`config.mk`:
```
export PLATFORM = sky130hd
export DESIGN_NAME = cla_pipe_adder
export DESIGN_NICKNAME = d
export VERILOG_FILES = /design/src/rtl/cla_pipe_adder_pkg.sv /design/src/rtl/cla_group_carry.sv /design/src/rtl/cla_pipe_adder.sv
export SDC_FILE = /design/constraint.sdc
export NUM_CORES = 1
export LEC_CHECK = 0
export CORE_MARGIN = 1
export CORE_UTILIZATION = 45
export DETAILED_ROUTE_END_ITERATION = 8
export GPL_ROUTABILITY_DRIVEN = 1
export HOLD_SLACK_MARGIN = 0.05
export PLACE_DENSITY = 0.71
export RECOVER_POWER = 25
export SYNTH_ARGS = -nofsm -noshare
export SYNTH_HDL_FRONTEND = slang
export SYNTH_SLANG_ARGS = --single-unit
```
`constraint.sdc`:
```
create_clock -name clk -period 3.3 [get_ports clk]
set_input_delay 0.66 -clock clk [delete_from_list [all_inputs] [get_ports clk]]
set_output_delay 0.66 -clock clk [all_outputs]
set_load 0.05 [all_outputs]
```
`src/rtl/cla_pipe_adder_pkg.sv`:
```
// Shared definitions for the two-stage carry-lookahead adder/subtractor:
// operand and group geometry, the add/subtract encoding of alu_op2, the
// stage-1 register layout and the 4-bit group propagate/generate helper.
package cla_pipe_adder_pkg;

    localparam int GRP_W  = 4;               // bits per lookahead group
    localparam int GRP_N  = 4;               // number of groups
    localparam int DATA_W = GRP_W * GRP_N;   // operand width (16)

    // Encoding of the alu_op2 input.
    typedef enum logic {
        ALU_ADD = 1'b0,
        ALU_SUB = 1'b1
    } alu_op_e;

    // Group propagate / generate pair.
    typedef struct packed {
        logic p;
        logic g;
    } pg_t;

    // Everything stage 2 needs, captured at the stage-1 register.
    typedef struct packed {
        logic [DATA_W-1:0] p;    // per-bit propagate a ^ b'
        logic [DATA_W-1:0] g;    // per-bit generate  a & b'
        logic [GRP_N-1:0]  gp;   // group propagate
        logic [GRP_N-1:0]  gg;   // group generate
        logic              cin;  // 1 for subtract (two's complement +1)
    } s1_t;

    // Collapse one group's bit P/G into a group P/G.
    // Group generate folds from LSB upward: G = g3 | p3&(g2 | p2&(g1 | p1&g0)).
    function automatic pg_t group_pg(input logic [GRP_W-1:0] p,
                                     input logic [GRP_W-1:0] g);
        pg_t r;
        r.p = &p;
        r.g = 1'b0;
        for (int i = 0; i < GRP_W; i++) begin
            r.g = g[i] | (p[i] & r.g);
        end
        return r;
    endfunction

endpackage

```
`src/rtl/cla_group_carry.sv`:
```
// Second-level carry lookahead: turns the four group P/G pairs and the
// carry-in into the carries entering groups 1..3 and the final carry out.
// Purely combinational.
module cla_group_carry
    import cla_pipe_adder_pkg::*;
(
    input  logic [GRP_N-1:0] gp,
    input  logic [GRP_N-1:0] gg,
    input  logic             cin,
    output logic             c4,
    output logic             c8,
    output logic             c12,
    output logic             c16
);

    // Flat sum-of-products lookahead so no group carry waits on another.
    always_comb begin
        c4  = gg[0] | (gp[0] & cin);
        c8  = gg[1] | (gp[1] & gg[0]) | (gp[1] & gp[0] & cin);
        c12 = gg[2] | (gp[2] & gg[1]) | (gp[2] & gp[1] & gg[0])
            | (gp[2] & gp[1] & gp[0] & cin);
        c16 = gg[3] | (gp[3] & gg[2]) | (gp[3] & gp[2] & gg[1])
            | (gp[3] & gp[2] & gp[1] & gg[0])
            | (gp[3] & gp[2] & gp[1] & gp[0] & cin);
    end

endmodule

```
`src/rtl/cla_pipe_adder.sv`:
```
// Two-stage pipelined 16-bit carry-lookahead adder/subtractor with a
// valid/ready handshake on both sides and a wrapping count of results taken.
//   Stage 1: operand conditioning (b inverted for subtract) and bit/group P/G.
//   Stage 2: group carries by lookahead, ripple inside groups, result flags.
// Optional build macro: OVERFLOW_DETECT_EN adds the signed 'overflow' output.
module cla_pipe_adder
    import cla_pipe_adder_pkg::*;
#(
    parameter int CNT_W = 16
) (
    input  logic              clk,
    input  logic              reset_n,
    input  logic              in_valid,
    output logic              in_ready,
    input  logic [DATA_W-1:0] a,
    input  logic [DATA_W-1:0] b,
    input  logic              alu_op2,
    output logic              out_valid,
    input  logic              out_ready,
    output logic [DATA_W-1:0] sum,
    output logic              cout,
    output logic              zero,
`ifdef OVERFLOW_DETECT_EN
    output logic              overflow,
`endif
    output logic [CNT_W-1:0]  op_count
);

    alu_op_e           op;
    logic [DATA_W-1:0] b_eff;
    s1_t               s1_d;
    s1_t               s1_q;
    logic              s1_valid;
    logic              s2_valid;
    logic              s2_adv;
    logic              c4, c8, c12, c16;
    logic [GRP_N-1:0]  grp_cin;
    logic [DATA_W-1:0] carry;
    logic [DATA_W-1:0] sum_d;
    logic              zero_d;
`ifdef OVERFLOW_DETECT_EN
    logic              ovf_d;
`endif

    assign op = alu_op_e'(alu_op2);

    // Handshake: stage 2 moves when empty or its result is being taken;
    // stage 1 can take a beat when empty or it is moving into stage 2.
    // Depends only on state and out_ready, never on in_valid.
    assign s2_adv    = !s2_valid || out_ready;
    assign in_ready  = !s1_valid || s2_adv;
    assign out_valid = s2_valid;

    // Stage 1 combinational: condition b for subtract, form bit and group P/G.
    // NOTE: always_comb assigns every output on every path (defaults first) so no latch is inferred.
    always_comb begin
        pg_t pg;
        b_eff    = (op == ALU_SUB) ? ~b : b;
        s1_d.p   = a ^ b_eff;
        s1_d.g   = a & b_eff;
        s1_d.cin = (op == ALU_SUB);
        s1_d.gp  = '0;
        s1_d.gg  = '0;
        for (int j = 0; j < GRP_N; j++) begin
            pg          = group_pg(s1_d.p[j*GRP_W +: GRP_W], s1_d.g[j*GRP_W +: GRP_W]);
            s1_d.gp[j]  = pg.p;
            s1_d.gg[j]  = pg.g;
        end
    end

    // Stage 1 occupancy: refreshed whenever the stage can accept.
    always_ff @(posedge clk or negedge reset_n) begin
        if (!reset_n) begin
            s1_valid <= 1'b0;
        end else if (in_ready) begin
            s1_valid <= in_valid;
        end
    end

    // Stage 1 datapath register, loaded on an input handshake.
    // NOTE: no reset here -- contents are ignored until s1_valid is set, so the flops stay cheap.
    always_ff @(posedge clk) begin
        if (in_valid && in_ready) begin
            s1_q <= s1_d;
        end
    end

    // Second-level lookahead for the group carries.
    cla_group_carry u_group_carry (
        .gp  (s1_q.gp),
        .gg  (s1_q.gg),
        .cin (s1_q.cin),
        .c4  (c4),
        .c8  (c8),
        .c12 (c12),
        .c16 (c16)
    );

    assign grp_cin = {c12, c8, c4, s1_q.cin};

    // Stage 2 combinational: ripple within each group from its lookahead carry-in.
    // NOTE: 'c' is a blocking scratch variable so each bit sees the carry just computed for the bit below.
    always_comb begin
        logic c;
        carry = '0;
        for (int j = 0; j < GRP_N; j++) begin
            c = grp_cin[j];
            for (int i = 0; i < GRP_W; i++) begin
                carry[j*GRP_W + i] = c;
                c = s1_q.g[j*GRP_W + i] | (s1_q.p[j*GRP_W + i] & c);
            end
        end
    end

    assign sum_d  = s1_q.p ^ carry;
    assign zero_d = (sum_d == '0);
`ifdef OVERFLOW_DETECT_EN
    // Signed overflow: carry into the sign bit differs from carry out of it.
    assign ovf_d  = c16 ^ carry[DATA_W-1];
`endif

    // Stage 2 / output register: loads only when advancing with a valid beat,
    // so a stalled result stays stable.
    always_ff @(posedge clk or negedge reset_n) begin
        if (!reset_n) begin
            s2_valid <= 1'b0;
            sum      <= '0;
            cout     <= 1'b0;
            zero     <= 1'b0;
`ifdef OVERFLOW_DETECT_EN
            overflow <= 1'b0;
`endif
        end else if (s2_adv) begin
            s2_valid <= s1_valid;
            if (s1_valid) begin
                sum      <= sum_d;
                cout     <= c16;
                zero     <= zero_d;
`ifdef OVERFLOW_DETECT_EN
                overflow <= ovf_d;
`endif
            end
        end
    end

    // Completed-operation counter, wraps naturally at 2^CNT_W.
    always_ff @(posedge clk or negedge reset_n) begin
        if (!reset_n) begin
            op_count <= '0;
        end else if (s2_valid && out_ready) begin
            op_count <= op_count + CNT_W'(1);
        end
    end

endmodule

```
# ---- Word level (Yosys, flattened, before mapping)
# Index checks and enable logic that the tools add are counted.
dict set report totals {
  elab_cells 103
  regBits 76
  inputBits 37
  out_inout_bits 36
}
dict set report op_classes {
  n_mux 1
  bitwise_logic 78
  reduce_logical 12
  n_addsub 1
}
# op n
set ops {}
lappend ops {{1-bit bitwise AND} 40}
lappend ops {{1-bit bitwise OR} 34}
lappend ops {{16-bit XOR} 2}
lappend ops {{16-bit by 1-bit adder with 16-bit output, second input constant} 1}
lappend ops {{16-bit bitwise AND} 1}
lappend ops {{16-bit zero test} 1}
lappend ops {{16-bit 2-to-1 mux} 1}
lappend ops {{16-bit inverter} 1}
lappend ops {{4-bit AND reduction} 4}
lappend ops {{1-bit logical AND} 2}
lappend ops {{1-bit zero test} 2}
lappend ops {{1-bit logical OR} 2}
lappend ops {{2-bit AND reduction} 1}

# ---- Longest topological paths before layout
dict set report depth {
  depth_word 12
  depth_mapped 12
  depth_no_buf 12
}

# ---- Hierarchy
# A second synthesis with hierarchy kept.
dict set report hier_totals {
  cells_unflattened 240
  area_unflattened_um2 3368.2
}
# module area_each_um2 cells_per_inst instances
set modules_own_cells {}
lappend modules_own_cells {cla_pipe_adder 3329.4 235 1}
lappend modules_own_cells {cla_group_carry 38.8 5 1}

# ---- Least setup slack after synthesis
# Ideal clock, no wire load.
dict set report synth_path {
  path_kind {register to register}
  start {register s1_q, in the netlist carry[0]}
  end {register zero}
  setup_slack_ps 668
  stages_incl_launch_ff 13
  required_ps 3205
  setup_time_ps 95
  arrival_time_ps 2537
  period_less_slack_ps 2632
  cell_sequence {edfxtp_1 -> a21o_1 -> a21o_1 -> a21o_1 -> ha_1 -> or2_2 -> ha_1 -> or2_2 -> ha_1 -> nor2_1 -> xor2_1 -> nand4_1 -> o31ai_1}
}
dict set report synth_between {
  elab_chain_len 10
  word_cells_on_any_way 32
  cone_classes {bitwise (31); reduce/logical (1)}
}
# element line
set synth_rtl {}
lappend synth_rtl {{from (decl)} cla_pipe_adder.sv:32} ;# s1_t s1_q;
lappend synth_rtl {{from (signal assigned)} cla_pipe_adder.sv:84} ;# s1_q <= s1_d;
lappend synth_rtl {{1-bit bitwise AND, on equally long branches} {cla_group_carry.sv:18, cla_group_carry.sv:19, cla_group_carry.sv:21}}
lappend synth_rtl {{1-bit bitwise OR, on equally long branches} {cla_group_carry.sv:18, cla_group_carry.sv:19, cla_group_carry.sv:21}}
lappend synth_rtl {{1-bit bitwise AND} cla_pipe_adder.sv:110} ;# c = s1_q.g[j*GRP_W + i] | (s1_q.p[j*GRP_W + i] & c);
lappend synth_rtl {{1-bit bitwise OR} cla_pipe_adder.sv:110}
lappend synth_rtl {{1-bit bitwise AND} cla_pipe_adder.sv:110}
lappend synth_rtl {{1-bit bitwise OR} cla_pipe_adder.sv:110}
lappend synth_rtl {{1-bit bitwise AND} cla_pipe_adder.sv:110}
lappend synth_rtl {{1-bit bitwise OR} cla_pipe_adder.sv:110}
lappend synth_rtl {{16-bit XOR (*)} cla_pipe_adder.sv:115} ;# assign sum_d = s1_q.p ^ carry;
lappend synth_rtl {{16-bit zero test (*)} cla_pipe_adder.sv:116} ;# assign zero_d = (sum_d == '0);
lappend synth_rtl {{to (signal assigned)} cla_pipe_adder.sv:138} ;# zero <= zero_d;
lappend synth_rtl {{to (decl)} cla_pipe_adder.sv:22} ;# output logic zero,
# Mark *: on every way between the ends. The rest lies on a longest branch, timed or not.
# A chain may end at the register's enable or synchronous reset.

# ---- Worst setup path in the final report
dict set report layout_path {
  start {input out_ready}
  end {output in_ready}
}
dict set report layout_between {
  elab_chain_len 2
}
# element line
set layout_rtl {}
lappend layout_rtl {{from (decl)} cla_pipe_adder.sv:19} ;# input logic out_ready,
lappend layout_rtl {{1-bit logical OR} cla_pipe_adder.sv:50} ;# assign s2_adv = !s2_valid || out_ready;
lappend layout_rtl {{1-bit logical OR} cla_pipe_adder.sv:51} ;# assign in_ready = !s1_valid || s2_adv;
lappend layout_rtl {{to (decl)} cla_pipe_adder.sv:14} ;# output logic in_ready,
# Every way passes these cells.

==> reports/metrics.yaml <==
post-route-min-period_ns: 2.90
cp_data_arrival_time_ns: 2.24
first_global_vias: 2077
cts.reportedPaths.clkPinSlew_ns: 0.06
floorplan.io_pins: 73
syn_inst: 237
ys_seq_area_share_pct: 60.2
critical_path.startpoint: "out_ready"
p_sw_share_pct: 35.4
vdd_ir_drop_max_uv: 335
io_buffer_count: 72
final_critical_path_setup_slack_ns: 0.403
die_area_sq_um: 7770
final_common_cell: "sky130_fd_sc_hd__clkdlybuf4s50_1"
place_worst_setup_slack_ns: 0.451
clock-skew-final_ns: 0.0101
result_of_the_run: "finished, violations left"
drt_pre_antenna_iters: 4
post_synth_instance_area_sq_um: 3340
power.share.sequential_pct: 43.7
post_drt_via_cell_ratio: 4.86
layout_common_cells: "sky130_fd_sc_hd__clkdlybuf4s50_1, sky130_fd_sc_hd__edfxtp_1, sky130_fd_sc_hd__dfrtp_1"
power_frac_clock_pct: 22.4
cts.path.max_buffers: 2
biggest_area_contributors_in_the_synthesized_netlist: "sky130_fd_sc_hd__edfxtp_1, sky130_fd_sc_hd__dfrtp_1, sky130_fd_sc_hd__ha_1"
crit_path_max_fanout: 4
min_from: "op_count[15]$_DFFE_PN0P_"
cts_inserted_buffers: 9
avgSynthCellArea_sq_um: 14.1
drt_first_iter_violations: 61
wl_per_cell_microns: 14.1
worst_path_class_setup: "in -> out"
fin_hold_ws_ns: 0.469
maximum_number_of_pins_on_one_net_before_global_route_repair: 38
antenna_cells: 0
final-max-slew-violation-count: 37
yosys.area.top_type_share_pct: 33.3
ys_warn_count: 0
core_region_area_sq_um: 7210
ctsRootBufferMaster: "sky130_fd_sc_hd__clkbuf_8"
count_of_flip_flops_with_a_built_in_enable_after_synthesis: 37
worst-slew-pin-transition_ns: 1.92
synth_top_flop_cell: "sky130_fd_sc_hd__edfxtp_1"
later_pin_clock_latency_in_the_skew_report_ns: 0.34
internal-power_mw: 1.81
place_area_sq_um: 4190
async_reset_ff_share_pct: 49.3
number_of_post_cts_setup_repair_buffers: 0
cts-htree-levels: 3
synthesis.nets: 303
gp_congestion: 0.783
routed_wirelength_microns: 5990
critical_path_required_ns: 2.64
p_total_mw: 2.81
synthDistinctLibCells: 30
worstSetupStartpointType: "primary input"
worstReg2RegStart: "carry[0]$_DFFE_PP_"
std_cell_rows: 31
dp_cells: 408
comb_power_share_pct: 33.9
ant_nets: 0
power-per-cell-area_nw_per_um2: 644
final_min_period_over_clock_period_pct: 87.8
holdCritPathClass: "reg -> reg"
netSwitchingPower_mw: 0.995
finalHoldViolCount: 0
multi_input_gate_area_sq_um: 1310
post_cts.resized_instances: 0
seqCellArea_sq_um: 2010
global_route.usage.total_pct: 17.7
fin_util_pct: 60.5
finalSetupTns_ns: 0
antenna_found_initial: 0
failed_checks: "capacitance limit, slew limit"
overflow: 0
vias_after_detailed_routing: 2060
final_design_area_no_fill_sq_um: 4360
area.growth.synth_to_final_pct: 30.6
number_of_storage_elements_in_the_synthesis_netlist: 73
setup-violations-final: 0
synth_largest_area_cell: "sky130_fd_sc_hd__edfxtp_1"
cts_tree: "done"
cellLeakagePower_nw: 1.79
die_x_microns: 88.1
cts_hold_buf: 0
n_fill_cell: 608
max_slew_headroom_pct: -27.8
layout.cells.non_filler: 424
initial_utilization_pct: 46.3
setup_repair_after_global_routing_missed_its_margin: "false"
grt_pass1_wl_microns: 9980
critical_path.endpoint_type: "output port"
drcViolationCount: 0
achievable-frequency_mhz: 345
max_cap_viol_count: 1
finish.net_count: 386
die_height_microns: 88.1
tritoncts_num_sinks: 73
post_route_cells_drive_above_1_share_pct: 8.31
post-dp-hpwl_microns: 4590
cells by family (layout without fill, tap and decap cells):
family | Yosys count | after routing | share of synthesized area [%]
xor+xnor | 35 | 35 | 9.18
fa+ha+maj | 29 | 29 | 10.9
buf+inv | 4 | 92 | 0.562
flops | 73 | 73 | 60.2
compound gates | 18 | 18 | 3.11
mux | 13 | 13 | 4.38
simple gates | 65 | 65 | 11.7
worst paths after layout:
check	end	slack [ns]	cells after the start
worst min register to register	op_count[15]$_DFFE_PN0P_	0.47	1
min in group asynchronous	op_count[3]$_DFFE_PN0P_	0.84	1
worst max-delay path	in_ready	0.40	3
worst min-delay path	op_count[15]$_DFFE_PN0P_	0.47	1
worst max register to register	zero$_DFFE_PN0P_	0.47	12
max in group asynchronous	op_count[6]$_DFFE_PN0P_	1.34	1
routing by layer:
metal	track usage, %	up-vias	routed length (microns)
met3	4.71	4	287
met4	7.62	0	74
li1	-	1023	-
met5	0	-	0
met2	28.3	59	2940
met1	23.0	974	2700
synthesized netlist by cell type (5+ instances only):
library cell               number
sky130_fd_sc_hd__nand2b_1       7
sky130_fd_sc_hd__mux2_1        12
sky130_fd_sc_hd__a21oi_1        5
sky130_fd_sc_hd__dfrtp_1       36
sky130_fd_sc_hd__nor2_1         6
sky130_fd_sc_hd__ha_1          29
sky130_fd_sc_hd__or2_2          8
sky130_fd_sc_hd__xnor2_1       10
sky130_fd_sc_hd__edfxtp_1      37
sky130_fd_sc_hd__nand3_1        7
sky130_fd_sc_hd__and4_1         7
sky130_fd_sc_hd__xor2_1        25
sky130_fd_sc_hd__o21ai_0        8
sky130_fd_sc_hd__nand2_1       11
power groups by stage:
stage | Clock, mW | Sequential (mW) | Combinational, mW
2_1_floorplan | 0 | 1.58 | 0.254
3_3_place_gp | 0 | 1.24 | 0.952
3_5_place_dp | 0 | 1.25 | 0.962
4_1_cts | 0.652 | 1.23 | 0.965
5_1_grt | 0.689 | 1.24 | 1.02
6_report | 0.630 | 1.23 | 0.951
sequential cells by signal, indices dropped and copies added, names as in the netlist:
register	flops
s1_q	36
op_count	16
sum	16
carry	1
cout	1
out_valid	1
s1_valid	1
zero	1
worst max-delay path, cell delays in order:
cell and delay [ns]:
sky130_fd_sc_hd__dlygate4sd3_1 0.59, sky130_fd_sc_hd__nand3b_1 0.17, sky130_fd_sc_hd__clkdlybuf4s50_1 0.82
layout make-up:
type / count / share of cell area [%]
Clock buffer: 16 / 4.13
Multi-Input combinational cell: 160 / 29.9
Sequential cell: 73 / 46.1
Tap cell: 99 / 2.84
Timing Repair Buffer: 76 / 17.0
No activity file was read; power rests on OpenSTA's default activity.
